[config.mk]
export PLATFORM = sky130hd
export DESIGN_NAME = logfbe_frame_reader
export DESIGN_NICKNAME = d
export VERILOG_FILES = /design/src/rtl/logfbe_pkg.sv /design/src/rtl/logfbe_skid_buf.sv /design/src/rtl/logfbe_frame_reader.sv
export SDC_FILE = /design/constraint.sdc
export NUM_CORES = 1
export LEC_CHECK = 0
export BUFFER_PORTS_ARGS = -buffer_cell sky130_fd_sc_hd__buf_2
export CAP_MARGIN = 20
export CORE_ASPECT_RATIO = 1.25
export CORE_MARGIN = 2
export CORE_UTILIZATION = 50
export CTS_BUF_LIST = sky130_fd_sc_hd__clkbuf_16
export CTS_CLUSTER_DIAMETER = 200
export CTS_CLUSTER_SIZE = 14
export DETAILED_ROUTE_END_ITERATION = 12
export HOLD_SLACK_MARGIN = 0.06
export PLACE_DENSITY = 0.72
export RECOVER_POWER = 50
export SETUP_SLACK_MARGIN = 0.2
export SLEW_MARGIN = 20
export SYNTH_ARGS = -nofsm -noshare
export SYNTH_HDL_FRONTEND = slang
export SYNTH_HIERARCHICAL = 1
export SYNTH_SLANG_ARGS = --single-unit
export TNS_END_PERCENT = 30
[constraint.sdc]
create_clock -name clk -period 2.9 [get_ports clk]
set_clock_uncertainty 0.15 [all_clocks]
set_input_delay 0.58 -clock clk [delete_from_list [all_inputs] [get_ports clk]]
set_output_delay 0.58 -clock clk [all_outputs]
set_load 0.05 [all_outputs]
[src/rtl/logfbe_pkg.sv]
// logfbe_pkg: shared FSM encoding and frame geometry for the log-FBE buffer path
package logfbe_pkg;
    localparam int LOGFBE_NUM_CH = 26;
    localparam int LOGFBE_DW = 16;
    typedef enum logic [1:0] {IDLE, DRAIN, WAIT_LAST} state_t;
endpackage

[src/rtl/logfbe_skid_buf.sv]
// logfbe_skid_buf: 2-entry registered valid/ready buffer exporting its occupancy
module logfbe_skid_buf #(
    parameter int W = 22
) (
    input  logic         clk,
    input  logic         rst,
    input  logic         wr_en,
    input  logic [W-1:0] wr_data,
    output logic         m_valid,
    input  logic         m_ready,
    output logic [W-1:0] m_payload,
    output logic [1:0]   occ
);
    logic [W-1:0] h, s;
    logic pop;
    assign m_valid = occ != 2'd0;
    assign pop = m_valid & m_ready;
    assign m_payload = h;
    always_ff @(posedge clk or posedge rst) begin
        if (rst) begin
            h <= '0;
            s <= '0;
            occ <= 2'd0;
        end else begin
            if (pop) begin
                h <= (occ == 2'd2) ? s : wr_data;
                if (wr_en && occ == 2'd2) s <= wr_data;
            end else if (wr_en) begin
                if (occ == 2'd0) h <= wr_data;
                else s <= wr_data;
            end
            occ <= occ + {1'b0, wr_en} - {1'b0, pop};
        end
    end
endmodule

[src/rtl/logfbe_frame_reader.sv]
// logfbe_frame_reader: pops one whole frame from the log-FBE FIFO and streams it
// with channel index and last flag, absorbing downstream back-pressure.
module logfbe_frame_reader
    import logfbe_pkg::*;
#(
    parameter int DATA_WIDTH = LOGFBE_DW,
    parameter int NUM_CH     = LOGFBE_NUM_CH,
    parameter int IDX_WIDTH  = 5,
    parameter int RD_LATENCY = 1
) (
    input  logic                  clk,
    input  logic                  rst,
    output logic                  fifo_rd_en,
    input  logic [DATA_WIDTH-1:0] fifo_rd_data,
    input  logic                  fifo_empty,
    input  logic                  fifo_almost_full,
    output logic                  m_valid,
    input  logic                  m_ready,
    output logic [DATA_WIDTH-1:0] m_data,
    output logic [IDX_WIDTH-1:0]  m_idx,
    output logic                  m_last,
    output logic                  frame_done,
    output logic                  err_underflow
);
    localparam int CW = IDX_WIDTH + 1;
    localparam int W = DATA_WIDTH + IDX_WIDTH + 1;
    localparam logic [CW-1:0] FULL = CW'(NUM_CH);
    localparam logic [CW-1:0] LASTC = CW'(NUM_CH - 1);
    state_t state, state_nxt;
    logic [CW-1:0] pop_cnt, out_cnt, wr_idx;
    logic [1:0] occ, occ_left;
    logic in_flight, hs, credit, want, wr_en;
    logic [W-1:0] payload;
    assign hs = m_valid & m_ready;
    assign frame_done = hs & m_last;
    // Credit counts the head beat leaving this cycle so a full-rate stream keeps popping.
    assign occ_left = occ - {1'b0, hs};
    assign credit = (3'(occ_left) + 3'(in_flight)) < 3'd2;
    assign wr_en = (RD_LATENCY == 0) ? fifo_rd_en : in_flight;
    assign wr_idx = out_cnt + CW'(occ);
    always_comb begin
        state_nxt = state;
        want = 1'b0;
        case (state)
            IDLE: state_nxt = fifo_almost_full ? DRAIN : IDLE;
            DRAIN: begin
                want = (pop_cnt < FULL) && credit;
                state_nxt = (want && !fifo_empty && pop_cnt == LASTC) ? WAIT_LAST : DRAIN;
            end
            WAIT_LAST: state_nxt = (hs && m_last) ? IDLE : WAIT_LAST;
            default: state_nxt = IDLE;
        endcase
        fifo_rd_en = want && !fifo_empty;
    end
    always_ff @(posedge clk or posedge rst) begin
        if (rst) begin
            state <= IDLE;
            pop_cnt <= '0;
            out_cnt <= '0;
            in_flight <= 1'b0;
            err_underflow <= 1'b0;
        end else begin
            state <= state_nxt;
            if (state == IDLE) pop_cnt <= '0;
            else if (fifo_rd_en) pop_cnt <= pop_cnt + 1'b1;
            in_flight <= (RD_LATENCY != 0) && fifo_rd_en;
            if (hs) out_cnt <= m_last ? '0 : out_cnt + 1'b1;
            if (want && fifo_empty) err_underflow <= 1'b1;
        end
    end
    logfbe_skid_buf #(.W(W)) u_buf (
        .clk(clk),
        .rst(rst),
        .wr_en(wr_en),
        .wr_data({fifo_rd_data, wr_idx[IDX_WIDTH-1:0], wr_idx == LASTC}),
        .m_valid(m_valid),
        .m_ready(m_ready),
        .m_payload(payload),
        .occ(occ)
    );
    assign {m_data, m_idx, m_last} = payload;
endmodule

======== After elaboration in Yosys (flattened, before gate mapping) ========
Cells that the tools add are included.
word-level totals
  register bits ........................... 62
  input port bits ......................... 21
  logic and storage cells ................. 58
  output and inout bits ................... 26
operators by class
  equal/unequal tests ..................... 7
  mux-type cells .......................... 16
  reduce and logical (&&, ||, !) cells .... 16
  order comparisons ....................... 2
  bitwise operators ....................... 2
  add/subtract/negate cells ............... 7
operators by type and width
  operator                                                              count
  22-bit two-way mux                                                    8
  6-bit two-way mux                                                     3
  6-bit by 1-bit adder with 6-bit output, second input constant         2
  6-bit by 5-bit == test with 1-bit output, second input constant       2
  2-bit nonzero test                                                    4
  1-bit logical AND                                                     7
  6-bit by 2-bit adder with 6-bit output                                1
  6-bit by 5-bit < comparator with 1-bit output, second input constant  1
  2-bit one-hot mux with 3 select lines                                 1
  2-bit == test, second input constant                                  2
  2-bit zero test                                                       2
  2-bit two-way mux                                                     2
  2-bit by 1-bit subtractor with 2-bit output                           2
  2-bit by 1-bit adder with 3-bit output                                1
  3-bit by 2-bit < comparator with 1-bit output, second input constant  1
  3-bit AND reduction                                                   1
  2-bit by 1-bit adder with 2-bit output                                1
  1-bit bitwise AND                                                     2
  2-bit by 1-bit == test with 1-bit output, second input constant       1
  1-bit two-way mux                                                     2
  2-bit by 1-bit != test with 1-bit output, second input constant       1
  2-bit != test, second input constant                                  1
  2-bit AND reduction                                                   1
  1-bit zero test                                                       1

======== Longest topological paths before layout ========
Gate-level depths: netlist (run 1).
  word-level depth ........................ 10
  gate-level depth with buffers ........... 8
  mapped depth without buffers ............ 7

======== Cells and area by module ========
The synthesis (run 1) kept the hierarchy.
by module, submodules not included
  module               cells an instance  sequential area each (um^2)  area an instance (um^2)  times used
  logfbe_skid_buf      151                1151.1                       2099.5                   1
  logfbe_frame_reader  102                400.4                        959.7                    1

======== Worst setup path before layout (run 1) ========
Ideal clock, no wire load.
  kind .................................... flip-flop to output port
  start ................................... register u_buf.occ[1]
  end ..................................... output port fifo_rd_en
  cell stages (with the launch flop) ...... 8
  path slack .............................. 0.113 ns
  buffers on the path ..................... 1
  required time ........................... 2.170 ns
  arrival ................................. 2.057 ns
  cell sequence ........................... dfrtp_1 -> nor2_2 -> inv_1 -> nand2_1 -> buf_4 -> nor4_2 -> o21ai_4 -> inv_1
between the ends
  word-level cells in the longest chain between the ends .. 8
ends and longest elaborated chain
  what                                           RTL line                   source
  from (decl)                                    logfbe_skid_buf.sv:12      output logic [1:0] occ
  from (signal assigned)                         logfbe_skid_buf.sv:32      occ <= occ + {1'b0, wr_en} - {1'b0, pop};
  2-bit nonzero test                             logfbe_skid_buf.sv:16      assign m_valid = occ != 2'd0;
  named net m_valid                              logfbe_frame_reader.sv:17  output logic m_valid,
  1-bit bitwise AND                              logfbe_frame_reader.sv:34  assign hs = m_valid & m_ready;
  2-bit by 1-bit subtractor with 2-bit output    logfbe_frame_reader.sv:37  assign occ_left = occ - {1'b0, hs};
  2-bit by 1-bit adder with 3-bit output         logfbe_frame_reader.sv:38  assign credit = (3'(occ_left) + 3'(in_flight)) < 3'd2;
  3-bit by 2-bit < comparator with 1-bit output  logfbe_frame_reader.sv:38
  1-bit logical AND                              logfbe_frame_reader.sv:47  want = (pop_cnt < FULL) && credit;
  1-bit two-way mux                              logfbe_frame_reader.sv:44  case (state)
  1-bit logical AND                              logfbe_frame_reader.sv:53  fifo_rd_en = want && !fifo_empty;
  to (decl)                                      logfbe_frame_reader.sv:13  output logic fifo_rd_en,
The timed path passes the listed nets, and every way through them passes these cells.

======== Worst setup path after layout (run 1) ========
  start ................................... register u_buf.occ[1]
  end ..................................... output port fifo_rd_en
between the ends
  word-level cells in the longest chain between the ends .. 8
ends and longest elaborated chain
  what                                               RTL line
  2-bit nonzero test                                 logfbe_skid_buf.sv:16
  1-bit bitwise AND                                  logfbe_frame_reader.sv:34
  2-bit by 1-bit subtractor with 2-bit output (*)    logfbe_frame_reader.sv:37
  2-bit by 1-bit adder with 3-bit output (*)         logfbe_frame_reader.sv:38
  3-bit by 2-bit < comparator with 1-bit output (*)  logfbe_frame_reader.sv:38
  1-bit logical AND (*)                              logfbe_frame_reader.sv:47
  1-bit two-way mux (*)                              logfbe_frame_reader.sv:44
  1-bit logical AND (*)                              logfbe_frame_reader.sv:53
Every way passes the cells marked *; elsewhere a longest branch is shown, timed or not.

==> summary.md, run 1 <==
| Metric | Value |
|---|---|
| Status | finished, final reports clean |
| Core Util, Final | 64.3% |
| Synth Net Count | 282 |
| Hold Vio Cnt, Final | 0 |
| Clock latency on the worst-skew pair | 0.32 ns |
| Warning count from the yosys run | 6 |
| WL/cell | 16.1 um |
| Syn_area_per_cell | 12.1 um2 |
| Placed insts | 376 |
| Worst Path Arrival | 1.93 ns |
| DR DRC count | 0 |
| Final wirelength | 6460 um |
| Worst stage delay on the critical path | 0.47 ns |
| P_leak | 1.65 nW |
| Setup crit end kind | primary output |
| Largest net degree at the start of global routing | 30 |
| Setup TNS Final | 0 ns |
| Crit-path slowest cell | dfrtp_1 |
| Area Overhead vs Synth | 23.1% |
| Antenna violations before repair | 0 |
| CTS tree | built |
| Non-Filler Instances | 402 |
| Flop-to-flop setup slack | 0.56 ns |
| CP most frequent cell | clkinvlp_4 |
| Placement Rows | 31 |
| Vias in the first global route | 2217 |
| Gr ovfl total | 0 |
| Initial core utilization | 52.2% |
| Mapped Cells | 253 |
| Crit-path cells | nor2_4 > clkinvlp_4 > and3b_1 > a211oi_2 > o21ai_4 > clkinvlp_4 > buf_8 |
| Worst R2R End | u_buf/s[0] |
| Die Area | 6760 um2 |
| DRT iter0 DRCs | 128 |
| Chip height | 91.5 um |
| Clock slew at reported path FFs | 0.05 ns |
| Synth cell types | 49 |
| Vias/cell | 5.79 |
| Core Region | 5860 um2 |
| CTS Buffer Depth | 2 |
| Antenna-violating nets left | 0 |
| Slew at the pin closest to its max-slew limit | 1.15 ns |
| Detailed Place HPWL | 4410 um |
| # Max-Cap Violations | 0 |
| Crit share post-route | 91.8% |
| Routability-driven placement congestion ratio | 0.796 |
| Reg2reg path depth | 9 |
| CTS Sinks | 62 |
| Peak supply drop | 0.000668 V |
| Register area share after synthesis | 50.7% |
| H-tree Lvls | 3 |
| Root Driver | clkbuf_16 |
| First-pass GRT wire length | 10500 um |
| RSZ-0062 raised after global routing | false |
| Slew Viols, Final | 0 |
| Diodes inserted | 0 |
| Critical Path Source | u_buf/occ[1] |
| GRT Resource Usage Total | 20.1% |
| Hold Crit Class | in -> async |
| # hold bufs at CTS | 0 |
| DRT Pass-1 Iters | 4 |
| CTS buffer count | 9 |
| Relative slew margins | 23.3% |
| Max Clk Rate | 376 MHz |
| CP startpoint kind | flip-flop |
| Reg2reg start | u_buf/occ[0] |
| IO Port Bufs | 46 |
| Fin nets | 344 |
| Total power | 0.00493 W |
| Syn Std Cell Area | 3060 um2 |
| Crit-path max FO | 8 |
| Die X | 74.0 um |
| Seq cells post-synth | 62 |
| Final setup fails | 0 |
| I/O Pins | 47 |
| Setup CP Type | reg -> out |
| Total power per unit cell area | 1310 nW/um2 |
| Share of cells above drive strength 1 | 39.4% |
| Tmin final | 2.66 ns |
| CP Data Required Time | 2.17 ns |
| Vias | 2329 |
## registers in the layout, summed over array words and instances (netlist names)
signal and cells:
u_buf/m_payload 22, u_buf/s 22, out_cnt 6, pop_cnt 6
state 2, u_buf/occ 2, err_underflow 1, in_flight 1
## synth_stat cells (all sizes together)
cell type  instances  area [um2]
mux2i              2        20.0
a22oi              1        7.51
a21o               2        15.0
a31o               3        26.3
o21ai             13        76.3
o32a              20         200
nand3b             2        15.0
ha                 7        87.6
a211oi             3        40.0
nand2b             5        31.3
nor2              13        51.3
inv               14        52.6
nand2             10        37.5
nand4b             1        8.76
mux2              22         248
or3b               1        8.76
nor2b              2        12.5
nand4              1        6.26
dfrtp             62        1550
xor2               1        8.76
and2               2        12.5
a21oi              5        25.0
o221a             21         236
o211ai             1        7.51
nor4               1        12.5
buf                9        60.1
clkbuf             5        18.8
a22o               1        8.76
a31oi              2        12.5
nand3              3        15.0
o31ai              1        7.51
and3b              1        8.76
nor3b              2        15.0
nor3               2        10.0
and4b              1        10.0
or2                2        12.5
fa                 1        20.0
xnor2              3        26.3
a221oi             1        8.76
and3               4        26.3
## worst max-delay path by stage
stage                            end  slack [ns]  cells past startpoint
final                     fifo_rd_en        0.24                      7
after detailed placement  fifo_rd_en        0.29                      6
after floorplan           fifo_rd_en        0.22                      7
after global routing      fifo_rd_en        0.14                      7
after CTS                 fifo_rd_en        0.22                      7
after global placement    fifo_rd_en        0.33                      7
## stage by stage
stage / setup slack, ns / area (um2) / hold slack, ns
6_report: 0.237 / 3760 / 0.159
5_1_grt: 0.144 / 3760 / 0.243
4_1_cts: 0.224 / 3710 / 0.204
3_5_place_dp: 0.287 / 3400 / 0.301
3_3_place_gp: 0.328 / 3400 / 0.296
2_1_floorplan: 0.219 / 3080 / 0.298
## routing by layer
layer	track usage, %	up-vias	wire length, um
li1	-	1088	-
met1	27.4	1183	2990
met2	30.4	51	3100
met3	6.22	7	281
met4	6.06	0	76
met5	0	-	0
## placed cells by master (no fill, tap or decap), types with 3 or more instances in the layout
cell / synthesis / final
inv_1: 14 / 13
buf_4: 1 / 17
xnor2_1: 3 / 3
clkinv_2: 0 / 3
nand2b_1: 5 / 5
o221a_2: 21 / 21
o32a_1: 20 / 20
o21ai_0: 12 / 12
nand3_1: 3 / 3
clkbuf_1: 5 / 7
and3_1: 3 / 3
dfrtp_1: 62 / 61
a21oi_1: 5 / 5
clkbuf_16: 0 / 9
nor2_1: 12 / 12
nand2_1: 10 / 9
mux2_2: 17 / 17
ha_1: 7 / 7
buf_2: 6 / 40
mux2_1: 5 / 5
## kinds of logic (layout without fill, tap and decap cells)
family	after synthesis	in the layout	synth area share (%)
compound gates	74	74	22.0
xor+xnor	4	4	1.15
fa+ha+maj	8	8	3.52
buf+inv	28	95	4.29
flops	62	62	50.7
mux	24	24	8.75
simple gates	53	53	9.61
## power by group
group | internal, W | switching, W
Combinational | 0.000956 | 0.00139
Clock | 0.000659 | 0.000379
Sequential | 0.00124 | 0.000311
## critical path, delay by kind of cell, from the launching register on
kind,cells,cell delay (ns)
DFF,1,0.47
buffers and inverters,3,0.40
AOI/OAI and AO/OA,2,0.39
and+or+nand+nor,2,0.35
## what timing repair did
action | CTS | global route
pin swaps | 3 | 3
buffers inserted | 2 | 8
setup endpoints to repair | 1 | 1
gates resized for setup | 1 | 3
gates cloned | 0 | 0
## final cells by class
class,count,area (um2)
clock buffers,9,225
clock inverters,7,66.3
repair buffers,65,369
inverters,14,60.1
fillers,447,2090
multi-input cells,163,1390
flip-flops and latches,62,1550
well taps,82,103
Power figures use the tool's default switching activity.
==> inputs of run 2 (changes only) <==
--- a/config.mk
+++ b/config.mk
@@ -7,15 +7,17 @@
 export LEC_CHECK = 0
 export BUFFER_PORTS_ARGS = -buffer_cell sky130_fd_sc_hd__buf_2
 export CAP_MARGIN = 20
+export CELL_PAD_IN_SITES_DETAIL_PLACEMENT = 1
+export CELL_PAD_IN_SITES_GLOBAL_PLACEMENT = 1
 export CORE_ASPECT_RATIO = 1.25
 export CORE_MARGIN = 2
-export CORE_UTILIZATION = 50
+export CORE_UTILIZATION = 45
 export CTS_BUF_LIST = sky130_fd_sc_hd__clkbuf_16
 export CTS_CLUSTER_DIAMETER = 200
 export CTS_CLUSTER_SIZE = 14
 export DETAILED_ROUTE_END_ITERATION = 12
 export HOLD_SLACK_MARGIN = 0.06
-export PLACE_DENSITY = 0.72
+export PLACE_DENSITY_LB_ADDON = 0.25
 export RECOVER_POWER = 50
 export SETUP_SLACK_MARGIN = 0.2
 export SLEW_MARGIN = 20
==> constraint.sdc (replaced) <==
create_clock -name clk -period 2.9 [get_ports clk]
set_clock_uncertainty 0.15 [all_clocks]
set_input_delay 0.58 -clock clk [delete_from_list [all_inputs] [get_ports clk]]
set_output_delay 0.58 -clock clk [all_outputs]
set_load 0.005 [all_outputs]
==> summary.md, run 2 (synthesized netlist as in run 1, its figures left out) <==
| Metric | Value |
|---|---|
| Status | finished, final reports clean |
| Total power per unit cell area | 1170 nW/um2 (-11%) |
| # hold bufs at CTS | 0 (unchanged) |
| Crit-path max FO | 10 (+2) |
| Int Power | 0.00279 W (-2.3%) |
| Root Driver | clkbuf_16 |
| Area Overhead vs Synth | 21.6% |
| Clock share of power | 24.0% (+2.9 points) |
| Diodes inserted | 0 (unchanged) |
| CP Data Required Time | 2.17 ns (about the same) |
| Vias | 2380 (+2.2%) |
| Placement Rows | 33 (+6.5%) |
| Antenna violations before repair | 0 (unchanged) |
| Initial core utilization | 46.6% (-5.6 points) |
| Final WS setup | 0.392 ns (+0.155 ns) |
| Largest net degree at the start of global routing | 24 (-20%) |
| Sequential share of power | 35.9% (+4.5 points) |
| CTS Buffer Depth | 2 (unchanged) |
| Chip height | 96.2 um (+5.2%) |
| CTS tree | built |
| Non-Filler Instances | 403 (+0.25%) |
| H-tree Lvls | 3 (unchanged) |
| Final setup fails | 0 (unchanged) |
| Final wirelength | 7700 um (+19%) |
| Power share of the combinational group | 40.2% (-7.4 points) |
| Crit share post-route | 86.5% (-5.3 points) |
| Antenna-violating nets left | 0 (unchanged) |
| CP startpoint kind | flip-flop |
| Core Region | 6570 um2 (+12%) |
| Most common cell after layout, fill and taps aside | dfrtp_1 |
| # Max-Cap Violations | 0 (unchanged) |
| Clock latency on the worst-skew pair | 0.32 ns (about the same) |
| Commonest cells after routing, fill and taps aside | 62 x dfrtp_1, 39 x buf_2, 21 x o221a_2 |
| Max Clk Rate | 399 MHz (+6.2%) |
| Clock slew at reported path FFs | 0.05 ns (about the same) |
| Share of cells above drive strength 1 | 36.7% (-2.7 points) |
| CTS buffer count | 9 (unchanged) |
| Layout fillers | 708 (+58%) |
| DRT iter0 DRCs | 101 (-21%) |
| DRT Pass-1 Iters | 4 (unchanged) |
| Placed insts | 382 (+1.6%) |
| Sw Ratio | 36.0% (-6.2 points) |
| DR DRC count | 0 (unchanged) |
| IO Port Bufs | 46 (unchanged) |
| Die Area | 7480 um2 (+11%) |
| GRT Resource Usage Total | 21.7% (+1.7 points) |
| Switching power | 0.00157 W (-25%) |
| I/O Pins | 47 (unchanged) |
| WL/cell | 19.1 um (+19%) |
| Detailed Place HPWL | 5060 um (+15%) |
| Relative slew margins | 34.9% (+12 points) |
| Hold Vio Cnt, Final | 0 (unchanged) |
| RSZ-0062 raised after global routing | false |
| Pre-CTS WS | 0.369 ns (+0.0826 ns) |
| Core Util, Final | 56.7% (-7.6 points) |
| Routability-driven placement congestion ratio | 0.744 (-6.6%) |
| Slew Viols, Final | 0 (unchanged) |
| Fin nets | 340 (-1.2%) |
| Setup crit end kind | primary output |
| Slew at the pin closest to its max-slew limit | 0.975 ns (-0.175 ns) |
| Vias/cell | 5.91 (+1.9%) |
| Hold Crit Class | in -> async |
| Setup CP Type | reg -> out |
| Tmin final | 2.51 ns (-0.155 ns) |
| Worst Path Arrival | 1.78 ns (-0.15 ns) |
| Total power | 0.00435 W (-12%) |
| First-pass GRT wire length | 12600 um (+20%) |
| Vias in the first global route | 2573 (+16%) |
| CTS Sinks | 62 (unchanged) |
| P_leak | 1.62 nW (-1.8%) |
| Gr ovfl total | 0 (unchanged) |
| Peak supply drop | 0.000570 V (-15%) |
| Setup TNS Final | 0 ns (unchanged) |
| Die X | 77.7 um (+5.1%) |
## run 2: changes by cell type in the layout (fill, tap and decap cells not counted), sizes merged
cell,change
buf,-3
clkbuf,-1
clkinv,-3
clkinvlp,+1
inv,+2
## run 2: power groups by stage
stage          clock network (W)  registers, W  logic, W
2_1_floorplan                  0       0.00151   0.00119
3_3_place_gp                   0       0.00153   0.00164
3_5_place_dp                   0       0.00156   0.00171
4_1_cts                  0.00106       0.00156   0.00173
5_1_grt                  0.00110       0.00161   0.00193
6_report                 0.00104       0.00156   0.00175
## run 2: per-layer routing
layer	vias up	routed length, um	track usage, %
met5	-	0	0
met4	0	167	9.52
met3	14	300	5.25
met2	56	4070	38.1
met1	1228	3160	25.4
li1	1082	-	-
## run 2: through the flow
stage | hold WS, ns | cell area [um2]
after global routing | 0.260 | 3720
after CTS | 0.171 | 3690
after global placement | 0.297 | 3390
after detailed placement | 0.307 | 3390
final | 0.175 | 3720
after floorplan | 0.298 | 3060
## run 2: path summary, 6_finish.rpt
kind,start,to,slack (ns),cells after the start
setup / recovery,u_buf/occ[0],fifo_rd_en,0.39,8
hold / removal,rst,out_cnt[1],0.18,2
setup reg to reg,u_buf/occ[0],u_buf/s[0],0.51,8
hold reg to reg,err_underflow,err_underflow,0.32,1
max in group asynchronous,rst,u_buf/s[12],1.05,3
min in group clk,err_underflow,err_underflow,0.32,1
## run 2: timing repair
action                                  4_1_cts  5_1_grt
endpoints found under the setup margin        1        1
resized for setup                             1        1
setup buffers                                 0        5
pin swaps                                     0        3
gates cloned                                  0        0
## run 2: area by class of cell
type                       instances  area, um2  share of cell area (%)
clock buffer                       9        225                    6.05
tap                               87        109                    2.93
clock inverter                     7       66.3                    1.78
sequential                        62       1550                    41.7
timing repair buffer              61        327                    8.78
inverter                          14       52.6                    1.41
multi-input combinational        163       1390                    37.4
## run 2: worst max-delay path, stage by stage, from the launching register on
cell,delay [ns]
dfrtp_1,0.41
nor2_4,0.16
inv_1,0.10
nand2_1,0.11
buf_4,0.18
nor4_4,0.06
o21ai_4,0.21
inv_1,0.09
buf_2,0.13
